<file path="config.mk">
export PLATFORM = sky130hd
export DESIGN_NAME = tm1637_frame_seq
export DESIGN_NICKNAME = d
export VERILOG_FILES = /design/src/rtl/tm1637_pkg.sv /design/src/rtl/tm1637_bus_phy.sv /design/src/rtl/tm1637_frame_seq.sv
export SDC_FILE = /design/constraint.sdc
export NUM_CORES = 1
export LEC_CHECK = 0
export BUFFER_PORTS_ARGS = -buffer_cell sky130_fd_sc_hd__buf_4
export CORE_MARGIN = 2
export CORE_UTILIZATION = 59
export CTS_CLUSTER_DIAMETER = 30
export DETAILED_ROUTE_END_ITERATION = 8
export PLACE_DENSITY_LB_ADDON = 0.15
export SYNTH_ARGS = -nofsm -noshare
export SYNTH_HDL_FRONTEND = slang
export SYNTH_SLANG_ARGS = --single-unit
</file>
<file path="constraint.sdc">
create_clock -name clk_50M -period 3 [get_ports clk_50M]
set_input_delay 0.6 -clock clk_50M [delete_from_list [all_inputs] [get_ports clk_50M]]
set_output_delay 0.6 -clock clk_50M [all_outputs]
set_load 0.02 [all_outputs]
</file>
<file path="src/rtl/tm1637_pkg.sv">
// Shared constants and encodings for the TM1637 frame sequencer.
// The step enum encoding is what debug_step_id shows.
package tm1637_pkg;

    localparam logic [7:0] CMD_DATA_WRITE = 8'h40;
    localparam logic [7:0] CMD_ADDR0      = 8'hC0;
    localparam logic [7:0] CMD_DISP       = 8'h80;

    typedef enum logic [6:0] {
        PWRUP    = 7'd0,
        IDLE     = 7'd1,
        C1_START = 7'd2,
        C1_BYTE  = 7'd3,
        C1_STOP  = 7'd4,
        C2_START = 7'd5,
        C2_ADDR  = 7'd6,
        C2_DATA  = 7'd7,
        C2_STOP  = 7'd8,
        C3_START = 7'd9,
        C3_BYTE  = 7'd10,
        C3_STOP  = 7'd11
    } step_e;

    typedef enum logic [1:0] {
        OP_START = 2'd0,
        OP_BYTE  = 2'd1,
        OP_STOP  = 2'd2
    } op_e;

endpackage

</file>
<file path="src/rtl/tm1637_bus_phy.sv">
// Executes one bus op (start, byte + ACK, stop) on the TM1637 two-wire bus,
// advancing one bus phase per tick.
module tm1637_bus_phy
    import tm1637_pkg::*;
(
    input  logic       clk,
    input  logic       rst_n,
    input  logic       tick,
    input  logic       go,
    input  op_e        op,
    input  logic [7:0] data_byte,
    input  logic       dio_s,
    output logic       done,
    output logic       nack,
    output logic       tm1637_clk,
    output logic       tm1637_dio_oe
);

    op_e        op_r;
    logic [7:0] byte_r;
    logic [4:0] idx;
    logic       active;

    function automatic logic [4:0] last_idx(input op_e o);
        case (o)
            OP_START: last_idx = 5'd1;
            OP_BYTE:  last_idx = 5'd17;
            default:  last_idx = 5'd2;
        endcase
    endfunction

    // Returns {clk, dio_oe} for phase i of op o; byte bits go out LSB first.
    function automatic logic [1:0] bus_level(input op_e o, input logic [4:0] i, input logic [7:0] b);
        logic [3:0] bit_i;
        bit_i     = i[4:1];
        bus_level = 2'b10;
        case (o)
            OP_START: bus_level = (i == 5'd0) ? 2'b11 : 2'b01;
            OP_BYTE:  bus_level = {i[0], (bit_i < 4'd8) ? ~b[bit_i[2:0]] : 1'b0};
            OP_STOP: begin
                case (i)
                    5'd0:    bus_level = 2'b01;
                    5'd1:    bus_level = 2'b11;
                    default: bus_level = 2'b10;
                endcase
            end
            default: bus_level = 2'b10;
        endcase
    endfunction

    assign done = active && tick && (idx == last_idx(op_r));
    assign nack = done && (op_r == OP_BYTE) && dio_s;

    always_ff @(posedge clk or negedge rst_n) begin
        if (!rst_n) begin
            op_r          <= OP_START;
            byte_r        <= '0;
            idx           <= '0;
            active        <= 1'b0;
            tm1637_clk    <= 1'b1;
            tm1637_dio_oe <= 1'b0;
        end else if (go) begin
            // go arrives on the same cycle as the previous op's done, so the
            // new op's first phase starts without a gap.
            op_r                        <= op;
            byte_r                      <= data_byte;
            idx                         <= '0;
            active                      <= 1'b1;
            {tm1637_clk, tm1637_dio_oe} <= bus_level(op, 5'd0, data_byte);
        end else if (active && tick) begin
            if (idx == last_idx(op_r)) begin
                active <= 1'b0;
            end else begin
                idx                         <= idx + 5'd1;
                {tm1637_clk, tm1637_dio_oe} <= bus_level(op_r, idx + 5'd1, byte_r);
            end
        end
    end

endmodule

</file>
<file path="src/rtl/tm1637_frame_seq.sv">
// Frame-level TM1637 controller: power-up delay, frame handshake, and the
// three-command write sequence driven through tm1637_bus_phy.
module tm1637_frame_seq
    import tm1637_pkg::*;
#(
    parameter int unsigned CLK_DIV        = 250,
    parameter int unsigned POWERUP_CYCLES = 50000,
    parameter int unsigned NUM_DIGITS     = 4
) (
    input  logic                    clk_50M,
    input  logic                    rst_n,
    input  logic                    frame_valid,
    output logic                    frame_ready,
    input  logic [8*NUM_DIGITS-1:0] frame_digits,
    input  logic [2:0]              frame_bright,
    input  logic                    frame_on,
    output logic                    busy,
    output logic                    ack_err,
    output logic                    tm1637_clk,
    output logic                    tm1637_dio_oe,
    input  logic                    tm1637_dio_i,
    output logic                    tm1637_vcc,
    output logic [6:0]              debug_step_id
);

    localparam int unsigned DIV_W = (CLK_DIV > 1) ? $clog2(CLK_DIV) : 1;
    localparam int unsigned PWR_W = $clog2(POWERUP_CYCLES + 1);

    step_e                   state, next_state;
    logic [DIV_W-1:0]        div_cnt;
    logic [PWR_W-1:0]        pwr_cnt;
    logic [8*NUM_DIGITS-1:0] digits_r;
    logic [7:0]              c3_r;
    logic [2:0]              digit_idx;
    logic [1:0]              dio_sync;
    logic                    tick, accept, go, done, nack, digit_inc;
    op_e                     op;
    logic [7:0]              data_byte, digit_next;

    assign tick          = (div_cnt == DIV_W'(CLK_DIV - 1));
    assign debug_step_id = state;

    always_comb begin
        digit_next = digits_r[7:0];
        for (int unsigned k = 0; k < NUM_DIGITS; k++) begin
            if (k == 32'(digit_idx) + 32'd1) digit_next = digits_r[8*k +: 8];
        end
    end

    always_comb begin
        next_state = state;
        go         = 1'b0;
        op         = OP_START;
        data_byte  = '0;
        accept     = 1'b0;
        digit_inc  = 1'b0;
        case (state)
            PWRUP: if (pwr_cnt == PWR_W'(POWERUP_CYCLES)) next_state = IDLE;
            IDLE: if (frame_valid) begin
                accept = 1'b1;
                go = 1'b1; op = OP_START; next_state = C1_START;
            end
            C1_START: if (done) begin
                go = 1'b1; op = OP_BYTE; data_byte = CMD_DATA_WRITE; next_state = C1_BYTE;
            end
            C1_BYTE: if (done) begin
                go = 1'b1; op = OP_STOP; next_state = C1_STOP;
            end
            C1_STOP: if (done) begin
                go = 1'b1; op = OP_START; next_state = C2_START;
            end
            C2_START: if (done) begin
                go = 1'b1; op = OP_BYTE; data_byte = CMD_ADDR0; next_state = C2_ADDR;
            end
            C2_ADDR: if (done) begin
                go = 1'b1; op = OP_BYTE; data_byte = digits_r[7:0]; next_state = C2_DATA;
            end
            C2_DATA: if (done) begin
                go = 1'b1;
                if (digit_idx == 3'(NUM_DIGITS - 1)) begin
                    op = OP_STOP; next_state = C2_STOP;
                end else begin
                    op = OP_BYTE; data_byte = digit_next; digit_inc = 1'b1;
                end
            end
            C2_STOP: if (done) begin
                go = 1'b1; op = OP_START; next_state = C3_START;
            end
            C3_START: if (done) begin
                go = 1'b1; op = OP_BYTE; data_byte = c3_r; next_state = C3_BYTE;
            end
            C3_BYTE: if (done) begin
                go = 1'b1; op = OP_STOP; next_state = C3_STOP;
            end
            C3_STOP: if (done) next_state = IDLE;
            default: next_state = PWRUP;
        endcase
    end

    always_ff @(posedge clk_50M or negedge rst_n) begin
        if (!rst_n) begin
            state       <= PWRUP;
            frame_ready <= 1'b0;
            busy        <= 1'b0;
            ack_err     <= 1'b0;
            tm1637_vcc  <= 1'b0;
            div_cnt     <= '0;
            pwr_cnt     <= '0;
            digits_r    <= '0;
            c3_r        <= '0;
            digit_idx   <= '0;
            dio_sync    <= '1;
        end else begin
            state       <= next_state;
            frame_ready <= (next_state == IDLE);
            busy        <= (next_state != IDLE) && (next_state != PWRUP);
            tm1637_vcc  <= 1'b1;
            dio_sync    <= {dio_sync[0], tm1637_dio_i};
            div_cnt     <= (accept || tick) ? '0 : div_cnt + DIV_W'(1);
            if (state == PWRUP && next_state == PWRUP) pwr_cnt <= pwr_cnt + PWR_W'(1);
            if (accept) begin
                ack_err   <= 1'b0;
                digits_r  <= frame_digits;
                c3_r      <= CMD_DISP | {4'b0000, frame_on, frame_bright};
                digit_idx <= '0;
            end else begin
                if (nack) ack_err <= 1'b1;
                if (digit_inc) digit_idx <= digit_idx + 3'd1;
            end
        end
    end

    tm1637_bus_phy u_phy (
        .clk           (clk_50M),
        .rst_n         (rst_n),
        .tick          (tick),
        .go            (go),
        .op            (op),
        .data_byte     (data_byte),
        .dio_s         (dio_sync[1]),
        .done          (done),
        .nack          (nack),
        .tm1637_clk    (tm1637_clk),
        .tm1637_dio_oe (tm1637_dio_oe)
    );

endmodule
</file>
==> results.md, run 1 <==
- Worst Skew: 9.554 ps
- Leak Pwr: approximately 2.7 nW
- # port buffers: 52
- Compound-gate portion of the synthesized area: roughly 13%
- Die Y: 96.85 um
- DIE AREA: between 9000 and 10000 um2
- Seq cells post-synth: 95
- CTS clk-pin slew, worst paths: around 90 ps
- H-tree depth: 3
- Yosys cell types: 74
- Initial Utilization: ~60%
- WL/cell: ~16 um
- Worst Hold Class: in -> async
- Seq/Total Area, Yosys: 46.81%
- Clock Sinks: 95
- Global route overflow: 0
- Ys async rst share: 100.0%
- Multi-input gate area: ~2500 um2
- Critical path startpoint category: flop
- Achievable Freq: between 300 and 400 MHz
- Site Rows: 33
- Root Driver: clkbuf_8
- DRT iter0 DRCs: 260
- Worst r2r src: u_phy.idx[2]
- Post-synthesis xor/xnor area fraction: ~4.1%
- Synth-to-layout area growth: 12.82%
- RSZ-0062 raised after global routing: no
- Vias in the first global route: 4083
- Post-route cell area: 5738 um2
- Maximum vdd drop: ~0.00031 V
- Relative slew slack: 53.53%
- Fin crit period: roughly 2700 ps
- Largest family of logic cells by synthesized area: simple AND/OR/NAND/NOR gates
- Simple-gate share of the synthesized area: approximately a quarter
- Hold-fix buffers, CTS: 0
- CP Launch Point: u_phy.idx[2]
- Dpl hpwl: 8314 um
- Reg-to-reg slack, setup: 260 ps
- Synthesized area: between 5000 and 6000 um2
- Critical Path Max Stage Delay: 500 ps
- CP required: approximately 3300 ps
- Post-cts resize count: 0
- Core Region: about 8300 um2
- Global-route wire length before repair: slightly below 20000 um
- Detailed-route via count: approximately 4200
- Filler cell count: between 600 and 700
- Post-synthesis mux area share: under 10%
- Vias/cell: 5.884
- IO Count: between 50 and 60
- CTS Buffer Depth: 2
- Crit path capture type: flop
- First-pass detailed-route iteration total: 6
- Crit-path cells: or3b_4 > or3_4 > nor3_4 > and3b_1 > inv_1 > ha_1 > a221o_1
- Period utilization: 91.41%
- DRC viols: 0
- Cell family with the largest share of critical-path delay: simple AND/OR/NAND/NOR gates
- Storage element area: between 2000 and 2500 um2
- Share of cells above drive strength 1: 16.86%
- Max cap viols: 0
- Final setup vio count: 0
- Antenna viol nets, final: 0
- Postcts setup bufs: 0
- Final hold slack: about 260 ps
- Pin count of the biggest net entering global routing: 51
- Setup TNS: 0 ps
- Die width: a little under 100 um
- Syn Area/Cell: 9.082 um2
- CP Buf/Inv Count: 1
- Max FO, Critical Path: 11
- Cells after synthesis: 560
- Layout Nets: between 600 and 700
- Post-Synth Adder-Cell Area: under 10%
- Antenna Cells: 0
- Post-synth EDFFs: 0
- Number of buffers created by CTS: 9
- Yosys warns: 0
- Gr usage total: approximately a quarter
- Worst skew pair latency: roughly 360 ps
- Pins Over Slew Limit: 0
- WP data arrival: slightly above 3000 ps
- Hold Vio Cnt, Final: 0
- Routability cong.: between 0.8 and 0.9
- Pwr Density: approximately 460 nW/um2
- Max stage delay cell, worst path: dfrtp_1
- Drt total wl: ~11000 um
- Initial antenna violation count: 0
- Critical Setup Path Class: reg -> reg
- Status: finished, final reports clean
- Area after DPL: 5573 um2
- Worst Tran Pin Value: about 700 ps
- Util after Layout: 69.14%
- CTS tree: built
- Synth Flop Type: dfrtp_1
state kept, by name, summed over array words and instances, names as in the netlist, 2 cells and up:
register / flops
digits_r: 32
pwr_cnt: 16
div_cnt: 8
u_phy.byte_r: 8
debug_step_id: 7
c3_r: 5
u_phy.idx: 5
digit_idx: 3
dio_sync: 2
u_phy.op_r: 2
synth_stat cells, types with 3 or more instances:
library cell / n / area, um2
inv_1: 22 / 82.58
o22ai_1: 4 / 25.02
a21oi_1: 15 / 75.07
nand4_1: 11 / 68.82
ha_1: 16 / 200.2
clkbuf_1: 21 / 78.83
and3_1: 8 / 50.05
a32oi_1: 4 / 35.03
nand3_1: 21 / 105.1
nor3_1: 8 / 40.04
o211ai_1: 7 / 52.55
and2_1: 3 / 18.77
a22oi_1: 3 / 22.52
o21ai_0: 22 / 110.1
nand2b_1: 11 / 68.82
o31ai_1: 3 / 22.52
a221oi_1: 3 / 26.28
dfrtp_1: 92 / 2302
nor2_1: 32 / 120.1
a31oi_1: 5 / 31.28
nand2_1: 142 / 533.0
xnor2_1: 18 / 157.7
nor2b_1: 10 / 62.56
dfstp_2: 3 / 78.83
xor2_1: 6 / 52.55
buf_2: 4 / 20.02
cell type report:
type                    instances  share of cell area (%)
flip-flops and latches         95                   41.50
clock buffers                  11                   2.290
clock inverters                 5                  0.5887
inverters                      22                   1.439
well taps                     105                   2.290
repair buffers                 60                   8.068
multi-input cells             418                   43.83
logic make-up (layout without fill, tap and decap cells):
group	count (synthesis)	count (layout)
XOR/XNOR	24	24
AND/OR/NAND/NOR	273	273
AO/OA/AOI/OAI	96	96
buffers and inverters	49	98
other	2	4
adder cells (fa/ha/maj)	16	16
multiplexers	5	5
flip-flops	95	95
layout by cell type, fill, tap and decap left out, types with 4 or more instances in the layout:
cell	Yosys	layout
nand2_1	142	142
dfrtp_1	92	92
buf_4	0	59
nor2_1	32	32
o21ai_0	22	22
inv_1	22	22
nand3_1	21	21
xnor2_1	18	18
ha_1	16	16
a21oi_1	15	15
nand4_1	11	11
nand2b_1	11	11
nor2b_1	10	10
clkbuf_8	0	9
nor3_1	8	8
and3_1	8	8
o211ai_1	7	7
xor2_1	6	6
a31oi_1	5	5
o22ai_1	4	4
a32oi_1	4	4
conb_1	2	4
per-stage QoR:
| step | std cells | worst slack, ps | total power, mW |
|---|---|---|---|
| floorplan | 562 | 487.6 | 1.742 |
| global placement | 700 | 401.7 | 1.872 |
| detailed placement | 700 | 300.8 | 1.894 |
| CTS | 716 | 281.6 | 2.643 |
| global route | 716 | 133.1 | 2.757 |
| finish | 716 | 257.8 | 2.618 |
per-layer routing:
layer  share of wire [%]  routed length, um  vias up  global-route usage (%)
met3                 6.6                757       30                   5.275
li1                    -                  -     2016                       -
met1                  44               5056     2013                   34.31
met5                   0                  0        -                       0
met2                  47               5338      154                   40.60
met4                 2.3                258        0                   8.776
where the power goes:
group	switching (mW)	internal [mW]
sequential	0.109	1.39
combinational	0.191	0.176
clock	0.445	0.302
path summary, 6_finish.rpt:
check	to	cells past startpoint
worst min register to register	dio_sync[1]	0
worst max-delay path	u_phy.tm1637_clk	7
min in group clk_50M	dio_sync[0]	1
max in group asynchronous	digits_r[17]	2
worst max register to register	u_phy.tm1637_clk	7
worst min-delay path	div_cnt[0]	1
No activity file was read; power rests on OpenSTA's default activity.
==> inputs of run 2 (changes only) <==
CORE_UTILIZATION = 60   (was 59)
clock period = 3.4 ns   (was 3 ns; I/O delays follow)
==> run 2 against run 1 <==
  * Non-clock buffer count is 5 lower
  * Worst setup slack better by 400 ps
  * Sequential power shrank 11%
  * Critical path type unchanged
  * Critical endpoint unchanged
  * Utilization increased by 0.89 points
==> results.md, run 2 (synthesis results as in run 1) <==
- Status: finished, final reports clean (unchanged)
- CTS Buffer Depth: 2 (unchanged)
- Detailed-route via count: 4139 (was 4213)
- Final hold slack: 308.8 ps (was 259.5 ps)
- Die width: 96.07 um (was 96.85 um)
- Post-cts resize count: 0 (unchanged)
- Core Region: 8217 um2 (was 8299 um2)
- Maximum vdd drop: 0.0002239 V (was 0.0003105 V)
- Leak Pwr: 2.686 nW (was 2.681 nW)
- Postcts setup bufs: 0 (unchanged)
- Antenna Cells: 0 (unchanged)
- Number of buffers created by CTS: 9 (unchanged)
- Setup TNS: 0 ps (unchanged)
- Final setup vio count: 0 (unchanged)
- Most flop-heavy register: digits_r (unchanged)
- IO Count: 53 (unchanged)
- Crit path capture type: flop (unchanged)
- Non-filler cells, final: 711 (was 716)
- Final Total Pwr: 2.489 mW (was 2.618 mW)
- Worst Skew: 7.969 ps (was 9.554 ps)
- Area after DPL: 5535 um2 (was 5573 um2)
- Synth-to-layout area growth: 13.14% (was 12.82%)
- WP data arrival: 3050 ps (was 3030 ps)
- Fin crit period: 2745 ps (was 2742 ps)
- Drt total wl: 11320 um (was 11410 um)
- Most frequent cells in the layout: nand2_1, dfrtp_1, buf_4 (unchanged)
- Critical Path Max Stage Delay: 510 ps (was 500 ps)
- Met1 usage: 35.30% (was 34.31%)
- Hold-fix buffers, CTS: 0 (unchanged)
- Critical Setup Path Class: reg -> reg (unchanged)
- Commonest non-fill, non-tap cell in the layout: nand2_1 (unchanged)
- Critical path startpoint category: flop (unchanged)
- H-tree depth: 3 (unchanged)
- Post-route cell area: 5754 um2 (was 5738 um2)
- Placed Cells: 695 (was 700)
- Met3 GRT Util: 3.602% (was 5.275%)
- CP required: 3700 ps (was 3290 ps)
- Root Driver: clkbuf_8 (unchanged)
- Site Rows: 33 (unchanged)
- Dpl hpwl: 8106 um (was 8314 um)
- DRT iter0 DRCs: 196 (was 260)
- Global route overflow: 0 (unchanged)
- Pwr Density: 432.6 nW/um2 (was 456.2 nW/um2)
- CTS clk-pin slew, worst paths: 100 ps (was 90 ps)
- Worst skew pair latency: 370 ps (was 360 ps)
- Max FO, Critical Path: 11 (unchanged)
- Vias in the first global route: 3974 (was 4083)
- Gr usage total: 26.36% (was 25.28%)
- RSZ-0062 raised after global routing: no (unchanged)
- Die Y: 96.07 um (was 96.85 um)
- Met2 usage in global routing: 44.16% (was 40.60%)
- GR peak layer: met2 (unchanged)
- Crit-path cells: or3b_4 > or3_4 > nor3_4 > and3b_1 > inv_1 > ha_1 > a221o_1 (unchanged)
- Max stage delay cell, worst path: dfrtp_1 (unchanged)
- # port buffers: 52 (unchanged)
- CP Buf/Inv Count: 1 (unchanged)
- Initial Utilization: 61.90% (was 61.28%)
- Pin count of the biggest net entering global routing: 49 (was 51)
- Worst Tran Pin Value: 773.1 ps (was 696.3 ps)
- Pins Over Slew Limit: 0 (unchanged)
- DIE AREA: 9229 um2 (was 9379 um2)
- WL/cell: 15.93 um (was 15.94 um)
- Max cap viols: 0 (unchanged)
- DRC viols: 0 (unchanged)
- Clock Sinks: 95 (unchanged)
- Share of cells above drive strength 1: 16.50% (was 16.86%)
- First-pass detailed-route iteration total: 5 (was 6)
- Post-route setup slack: 654.7 ps (was 257.8 ps)
- Worst Hold Class: in -> async (unchanged)
- Vias/cell: 5.821 (was 5.884)
- Relative slew slack: 48.41% (was 53.53%)
- Achievable Freq: 364.3 MHz (was 364.7 MHz)
- Layout Nets: 657 (was 662)
- DP Worst Slack: 713.9 ps (was 300.8 ps)
- Routability cong.: 0.9041 (was 0.8938)
- Util after Layout: 70.03% (was 69.14%)
- Global-route wire length before repair: 18820 um (was 19460 um)
- CTS tree: built (unchanged)
- Initial antenna violation count: 0 (unchanged)
- Largest registers: digits_r x32, pwr_cnt x16 (unchanged)
- Cell family with the largest share of critical-path delay: simple AND/OR/NAND/NOR gates (unchanged)
- Period utilization: 80.74% (was 91.41%)
- Antenna viol nets, final: 0 (unchanged)
- Hold Vio Cnt, Final: 0 (unchanged)
- Largest register FFs: 32 (unchanged)
==> run 2: final cells by class <==
cell class	instances	area, um2
sequential	95	2381
clock buffer	9	123.9
tap	105	131.4
clock inverter	7	95.09
fill	648	2462
timing repair buffer	55	425.4
inverter	22	82.58
multi-input combinational	418	2515
==> run 2: report_power, final <==
group | switching (mW) | total [mW] | internal, mW
Sequential | 0.0975 | 1.33 | 1.23
Combinational | 0.171 | 0.327 | 0.156
Clock | 0.418 | 0.835 | 0.417
Total | 0.686 | 2.49 | 1.80
==> run 2: metal layers <==
layer  vias up  routed length [um]
met2       129                5575
met4         0                 206
li1       2016                   -
met1      1977                5017
met5         -                   0
met3        17                 525
==> run 2: final timing paths <==
kind	startpoint	endpoint	slack [ps]	depth (start not counted)
hold / removal	rst_n	debug_step_id[1]	310	1
max in group asynchronous	rst_n	dio_sync[0]	2380	2
min in group clk_50M	dio_sync[0]	dio_sync[1]	360	0
setup / recovery	u_phy.idx[2]	u_phy.tm1637_clk	650	7
hold reg to reg	dio_sync[0]	dio_sync[1]	360	0
setup reg to reg	u_phy.idx[2]	u_phy.tm1637_clk	650	7
